## src/rtl/pc_gen.sv

```systemverilog
`default_nettype none
// ============================================================================
// Module   : pc_gen
// Brief    : Fetch program-counter generator. Next-PC priority is trap, then
//            held redirect, then fresh execute redirect, then sequential step.
//            Optional macro PC_GEN_PERF_EN adds saturating event counters.
// Revision : 1.0 - initial release
// ============================================================================
module pc_gen #(
    parameter int              XLEN       = 32,
    parameter logic [XLEN-1:0] RESET_VEC  = '0,
    parameter int              STEP       = 4,
    parameter logic [XLEN-1:0] ALIGN_MASK = XLEN'(1)
) (
    input  logic            clk,
    input  logic            rst,
    input  logic            stall,
    input  logic            br_taken,
    input  logic            is_JAL,
    input  logic            is_JALR,
    input  logic [XLEN-1:0] opr_res,
    input  logic            trap_req,
    input  logic [XLEN-1:0] trap_vec,
`ifdef PC_GEN_PERF_EN
    output logic [XLEN-1:0] redir_cnt,
    output logic [XLEN-1:0] stall_cnt,
    output logic [XLEN-1:0] misalign_cnt,
`endif
    output logic [XLEN-1:0] pc_out,
    output logic [XLEN-1:0] pc_next,
    output logic            flush,
    output logic            misaligned,
    output logic            pend_valid
);

    localparam logic [XLEN-1:0] c_STEP    = XLEN'(STEP);
    localparam logic [XLEN-1:0] c_LSB_CLR = ~XLEN'(1);

    logic [XLEN-1:0] r_pc;
    logic [XLEN-1:0] r_pend_pc;
    logic            r_pend_valid;
    logic            r_misaligned;

    logic [XLEN-1:0] w_tgt;
    logic            w_ex_redir;
    logic            w_mis;
    logic            w_redir_ok;
    logic [XLEN-1:0] w_pc_next;
    logic            w_flush;
    logic            w_pend_valid_nxt;
    logic [XLEN-1:0] w_pend_pc_nxt;

    // JALR clears bit 0 only when it is the sole redirect source.
    assign w_tgt      = (br_taken || is_JAL) ? opr_res : (opr_res & c_LSB_CLR);
    assign w_ex_redir = br_taken || is_JAL || is_JALR;
    assign w_mis      = w_ex_redir && ((w_tgt & ALIGN_MASK) != '0);
    assign w_redir_ok = w_ex_redir && !w_mis;

    always_comb begin
        w_pc_next        = r_pc;
        w_flush          = 1'b0;
        w_pend_valid_nxt = r_pend_valid;
        w_pend_pc_nxt    = r_pend_pc;
        if (trap_req) begin
            w_pc_next        = trap_vec;
            w_flush          = 1'b1;
            w_pend_valid_nxt = 1'b0;
        end else if (r_pend_valid && !stall) begin
            // Held redirect belongs to the older instruction; a fresh one is wrong-path.
            w_pc_next        = r_pend_pc;
            w_flush          = 1'b1;
            w_pend_valid_nxt = 1'b0;
        end else if (w_redir_ok && !stall) begin
            w_pc_next = w_tgt;
            w_flush   = 1'b1;
        end else if (w_redir_ok) begin
            w_pend_pc_nxt    = w_tgt;
            w_pend_valid_nxt = 1'b1;
        end else if (!stall && !w_mis) begin
            w_pc_next = r_pc + c_STEP;
        end
    end

    always_ff @(posedge clk or posedge rst) begin
        if (rst) begin
            r_pc         <= RESET_VEC;
            r_pend_pc    <= '0;
            r_pend_valid <= 1'b0;
            r_misaligned <= 1'b0;
        end else begin
            r_pc         <= w_pc_next;
            r_pend_pc    <= w_pend_pc_nxt;
            r_pend_valid <= w_pend_valid_nxt;
            r_misaligned <= w_mis;
        end
    end

    assign pc_out     = r_pc;
    assign pc_next    = w_pc_next;
    assign flush      = w_flush;
    assign misaligned = r_misaligned;
    assign pend_valid = r_pend_valid;

`ifdef PC_GEN_PERF_EN
    logic [XLEN-1:0] r_redir_cnt;
    logic [XLEN-1:0] r_stall_cnt;
    logic [XLEN-1:0] r_misalign_cnt;

    // Counters stick at all-ones rather than wrapping.
    always_ff @(posedge clk or posedge rst) begin
        if (rst) begin
            r_redir_cnt    <= '0;
            r_stall_cnt    <= '0;
            r_misalign_cnt <= '0;
        end else begin
            if (w_flush && (r_redir_cnt != '1)) begin
                r_redir_cnt <= r_redir_cnt + XLEN'(1);
            end
            if (stall && (r_stall_cnt != '1)) begin
                r_stall_cnt <= r_stall_cnt + XLEN'(1);
            end
            if (w_mis && (r_misalign_cnt != '1)) begin
                r_misalign_cnt <= r_misalign_cnt + XLEN'(1);
            end
        end
    end

    assign redir_cnt    = r_redir_cnt;
    assign stall_cnt    = r_stall_cnt;
    assign misalign_cnt = r_misalign_cnt;
`endif

endmodule
`default_nettype wire

```

## config.mk

```make
export PLATFORM = sky130hd
export DESIGN_NAME = pc_gen
export DESIGN_NICKNAME = d
export VERILOG_FILES = /design/src/rtl/pc_gen.sv
export SDC_FILE = /design/constraint.sdc
export NUM_CORES = 1
export LEC_CHECK = 0
export CAP_MARGIN = 5
export CORE_MARGIN = 4
export CORE_UTILIZATION = 31
export DETAILED_ROUTE_END_ITERATION = 10
export PLACE_DENSITY = 0.63
export SETUP_SLACK_MARGIN = 0.2
export SYNTH_ARGS = -nofsm -noshare
export SYNTH_HDL_FRONTEND = slang
export SYNTH_SLANG_ARGS = --single-unit
```

## constraint.sdc

```tcl
create_clock -name clk -period 4.25 [get_ports clk]
set_input_delay 1.275 -clock clk [delete_from_list [all_inputs] [get_ports clk]]
set_output_delay 1.275 -clock clk [all_outputs]
set_load 0.02 [all_outputs]
```

==> results of run 1 <==
==> through the flow <==
step / instance area, sq um / std cells / setup TNS (ns)
final: 6880 / 768 / -1.43
after detailed placement: 5820 / 715 / -25.96
after floorplan: 3950 / 402 / 0
after CTS: 6460 / 750 / -1.89
after global placement: 5820 / 715 / -25.64
after global routing: 6880 / 768 / -3.13
==> timing repair <==
action                     in CTS  in global routing
setup buffers                  18                 17
resized for setup             250                 69
pin swaps                      20                 34
setup endpoints to repair      33                 33
gates cloned                    1                  1
==> logic make-up (layout without fill, tap and decap cells) <==
group,Yosys count,count (layout),synth area share
flops,66,66,0.435
simple gates,150,150,0.217
buf+inv,35,254,0.0389
mux,33,33,0.0972
fa+ha+maj,1,1,0.00329
xor+xnor,25,25,0.0577
compound gates,92,92,0.151
==> sequential cells by signal, indices dropped and copies added, names as in the netlist <==
signal / cells
pc_out: 32
r_pend_pc: 32
misaligned: 1
pend_valid: 1
==> path summary, 6_finish.rpt <==
path	slack [ns]	cells past startpoint	from	endpoint
worst max-delay path	-0.21	8	stall	pc_next[24]
worst min-delay path	0.49	1	r_pend_pc[6]	r_pend_pc[6]
worst max register to register	2.07	6	pc_out[8]	pc_out[29]
worst min register to register	0.49	1	r_pend_pc[6]	r_pend_pc[6]
max in group asynchronous	1.89	3	rst	pc_out[8]
min in group asynchronous	1.54	2	rst	r_pend_pc[23]
==> worst register-to-register path, stage by stage (launching register included) <==
cell	delay (ns)
dfrtp_1	0.44
nand4_2	0.16
or4_4	0.73
nor4_4	0.28
xnor2_1	0.18
o221ai_2	0.15
buf_4	0.15
==> routing by layer <==
| metal | GRT usage | wire length [microns] | vias up |
|---|---|---|---|
| li1 | - | - | 1900 |
| met1 | 0.258 | 6400 | 2022 |
| met2 | 0.320 | 7030 | 171 |
| met3 | 0.0536 | 1040 | 19 |
| met4 | 0.0601 | 209 | 0 |
| met5 | 0 | 0 | - |
==> where the power goes <==
| group | switching (mW) | internal [mW] | total, mW | leakage [nW] |
|---|---|---|---|---|
| combinational | 0.352 | 0.385 | 0.738 | 2.05 |
| clock | 0.268 | 0.519 | 0.787 | 0.156 |
| sequential | 0.0895 | 0.729 | 0.818 | 0.787 |
==> final cells by class <==
type                            count  area share
Inverter                            7     0.00382
Clock inverter                      1     0.00436
Clock buffer                       15      0.0418
Sequential cell                    66       0.240
Timing Repair Buffer              231       0.315
Multi-Input combinational cell    301       0.369
Tap cell                          147      0.0267
==> synthesized netlist by cell type (2+ instances only) <==
master    number  area share
and4_1         3      0.0069
or4_4          3      0.0089
mux2_2        31       0.092
a21oi_1       29       0.038
or2_2          2      0.0033
a31oi_1        9       0.015
xor2_1         5       0.012
nor2_1        28       0.028
xnor2_1       20       0.046
o21a_1         2      0.0040
nor4_2         2      0.0066
and2_1         3      0.0049
inv_1          7      0.0069
buf_6          2      0.0059
clkbuf_1      21       0.021
nand2b_1       3      0.0049
nand3_1       11       0.014
dfrtp_1       66        0.43
or3_1          2      0.0033
and3_1        21       0.035
nand4_1        7       0.012
o221ai_1      10       0.023
a21o_1         2      0.0040
o32ai_1        2      0.0046
nor3_1         7      0.0092
nand2_1       41       0.041
mux2i_1        2      0.0053
o21ai_0       24       0.032
buf_1          4      0.0040
a211oi_1       3      0.0059
nor3_2         3      0.0079
nor4_1         6      0.0099
o22ai_1        3      0.0049
==> metrics.md, run 1 <==
| Metric | Value |
|---|---|
| Post-Route WL | `14700 microns` |
| Number of global-route vias before repair | `4166` |
| CP endpoint kind | `output pin` |
| Worst hold path class | `register to register` |
| Commonest non-fill, non-tap cell in the layout | `clkdlybuf4s50_1` |
| Post-synthesis cell area | `3800 sq um` |
| WS Path Type | `input pin to output pin` |
| Sinks on Clock Net | `66` |
| CTS tree | `done` |
| Fin crit share | `1.05` |
| DRT iter0 DRCs | `302` |
| Placeable Area | `12000 sq um` |
| Synthesis Warnings | `0` |
| Mapped Nets | `474` |
| # diodes | `0` |
| Mean routed wirelength per cell | `19.1 microns` |
| Final setup fails | `15` |
| H-Tree Depth | `3` |
| Slowest cell on crit path | `or4_4` |
| CP Data Required Time | `2.97 ns` |
| Clock latency at the later pin of the worst-skew pair | `0.33 ns` |
| Fmax | `224 MHz` |
| Starting Density | `0.316` |
| Max Clock Skew | `0.00583 ns` |
| Maximum number of pins on one net before global-route repair | `50` |
| Mapped Cells | `402` |
| Via Count | `4112` |
| Syn Area/Cell | `9.45 sq um` |
| WHS | `0.495 ns` |
| Arr. time, crit path | `3.18 ns` |
| Max-Cap Viols | `0` |
| Buf+Inv Stages, Crit Path | `3` |
| Dpl ws | `-0.943 ns` |
| EDFF count, synth | `0` |
| Leak Pwr | `2.99 nW` |
| FILL cells | `1013` |
| Worst path max stage delay | `0.56 ns` |
| Fin. max-slew vios | `0` |
| Chip Width | `119 microns` |
| CTS buffer count | `9` |
| Clk root buf | `clkbuf_16` |
| RSZ-0062 raised after global routing | `yes` |
| Relative slew margins | `0.282` |
| Synthesized flop and latch total | `66` |
| Asr flop ratio synth | `1.00` |
| Register area share after synthesis | `0.435` |
| Gpl congestion | `0.859` |
| Delay-heaviest family, CP | `simple AND/OR/NAND/NOR gates` |
| Reg area | `1650 sq um` |
| Worst-path maximum fanout | `3` |
| Drt drc | `0` |
| Violated checks | `negative setup slack` |
| Nets | `688` |
| # IOs | `138` |
| Max clock buf depth | `2` |
| Drt pass-1 iters | `5` |
| Final setup margin | `-0.207 ns` |
| CP Cell Sequence | `buf_6 -> or4_4 -> or4_4 -> nor3_4 -> buf_4 -> xnor2_2 -> o221ai_2 -> buf_6` |
| GRT Residual Overflow | `0` |
| Chip height | `119 microns` |
| Layout Utilization | `0.573` |
| Total power | `2.34 mW` |
| Area grow syn2layout | `81.2%` |
| Die Area | `14100 sq um` |
| Most used DFF post-synth | `dfrtp_1` |
| Post-route antenna net violation count | `0` |
| Reg clk slew, reported paths | `0.05 ns` |
| Hpwl dp | `10400 microns` |
| Vias/cell | `5.35` |
| Cts hold-fix bufs | `0` |
| Power Density | `340 nW/um^2` |
| Status | `finished, violations left` |
| Slew @ Worst Pin | `1.08 ns` |
| Area of the multi-input gates | `2540 sq um` |
| Worst VDD drop | `0.232 mV` |
| Startpoint Class | `input pin` |
| Unique cell type count in the Yosys netlist | `51` |
| Proportion of layout cells with a drive suffix above 1 | `0.427` |
| Fin. Hold Viols | `0` |
| I/O Buffers | `137` |
| Total track usage | `0.198` |
| Initial antenna violation count | `0` |
| Most frequent cells in the layout | `98 x clkdlybuf4s50_1, 79 x buf_4, 66 x dfrtp_1` |
| Tmin final | `4.46 ns` |
| Global-route wire length before repair | `22100 microns` |
| Std-Cell Rows | `40` |
Power figures use the tool's default switching activity.
==> run 2, diff against run 1 <==
Settings changed: CTS_CLUSTER_SIZE set to 40.
==> results of run 2 <==
Same layout as run 1: the final DEF is identical, and so are final timing and power.
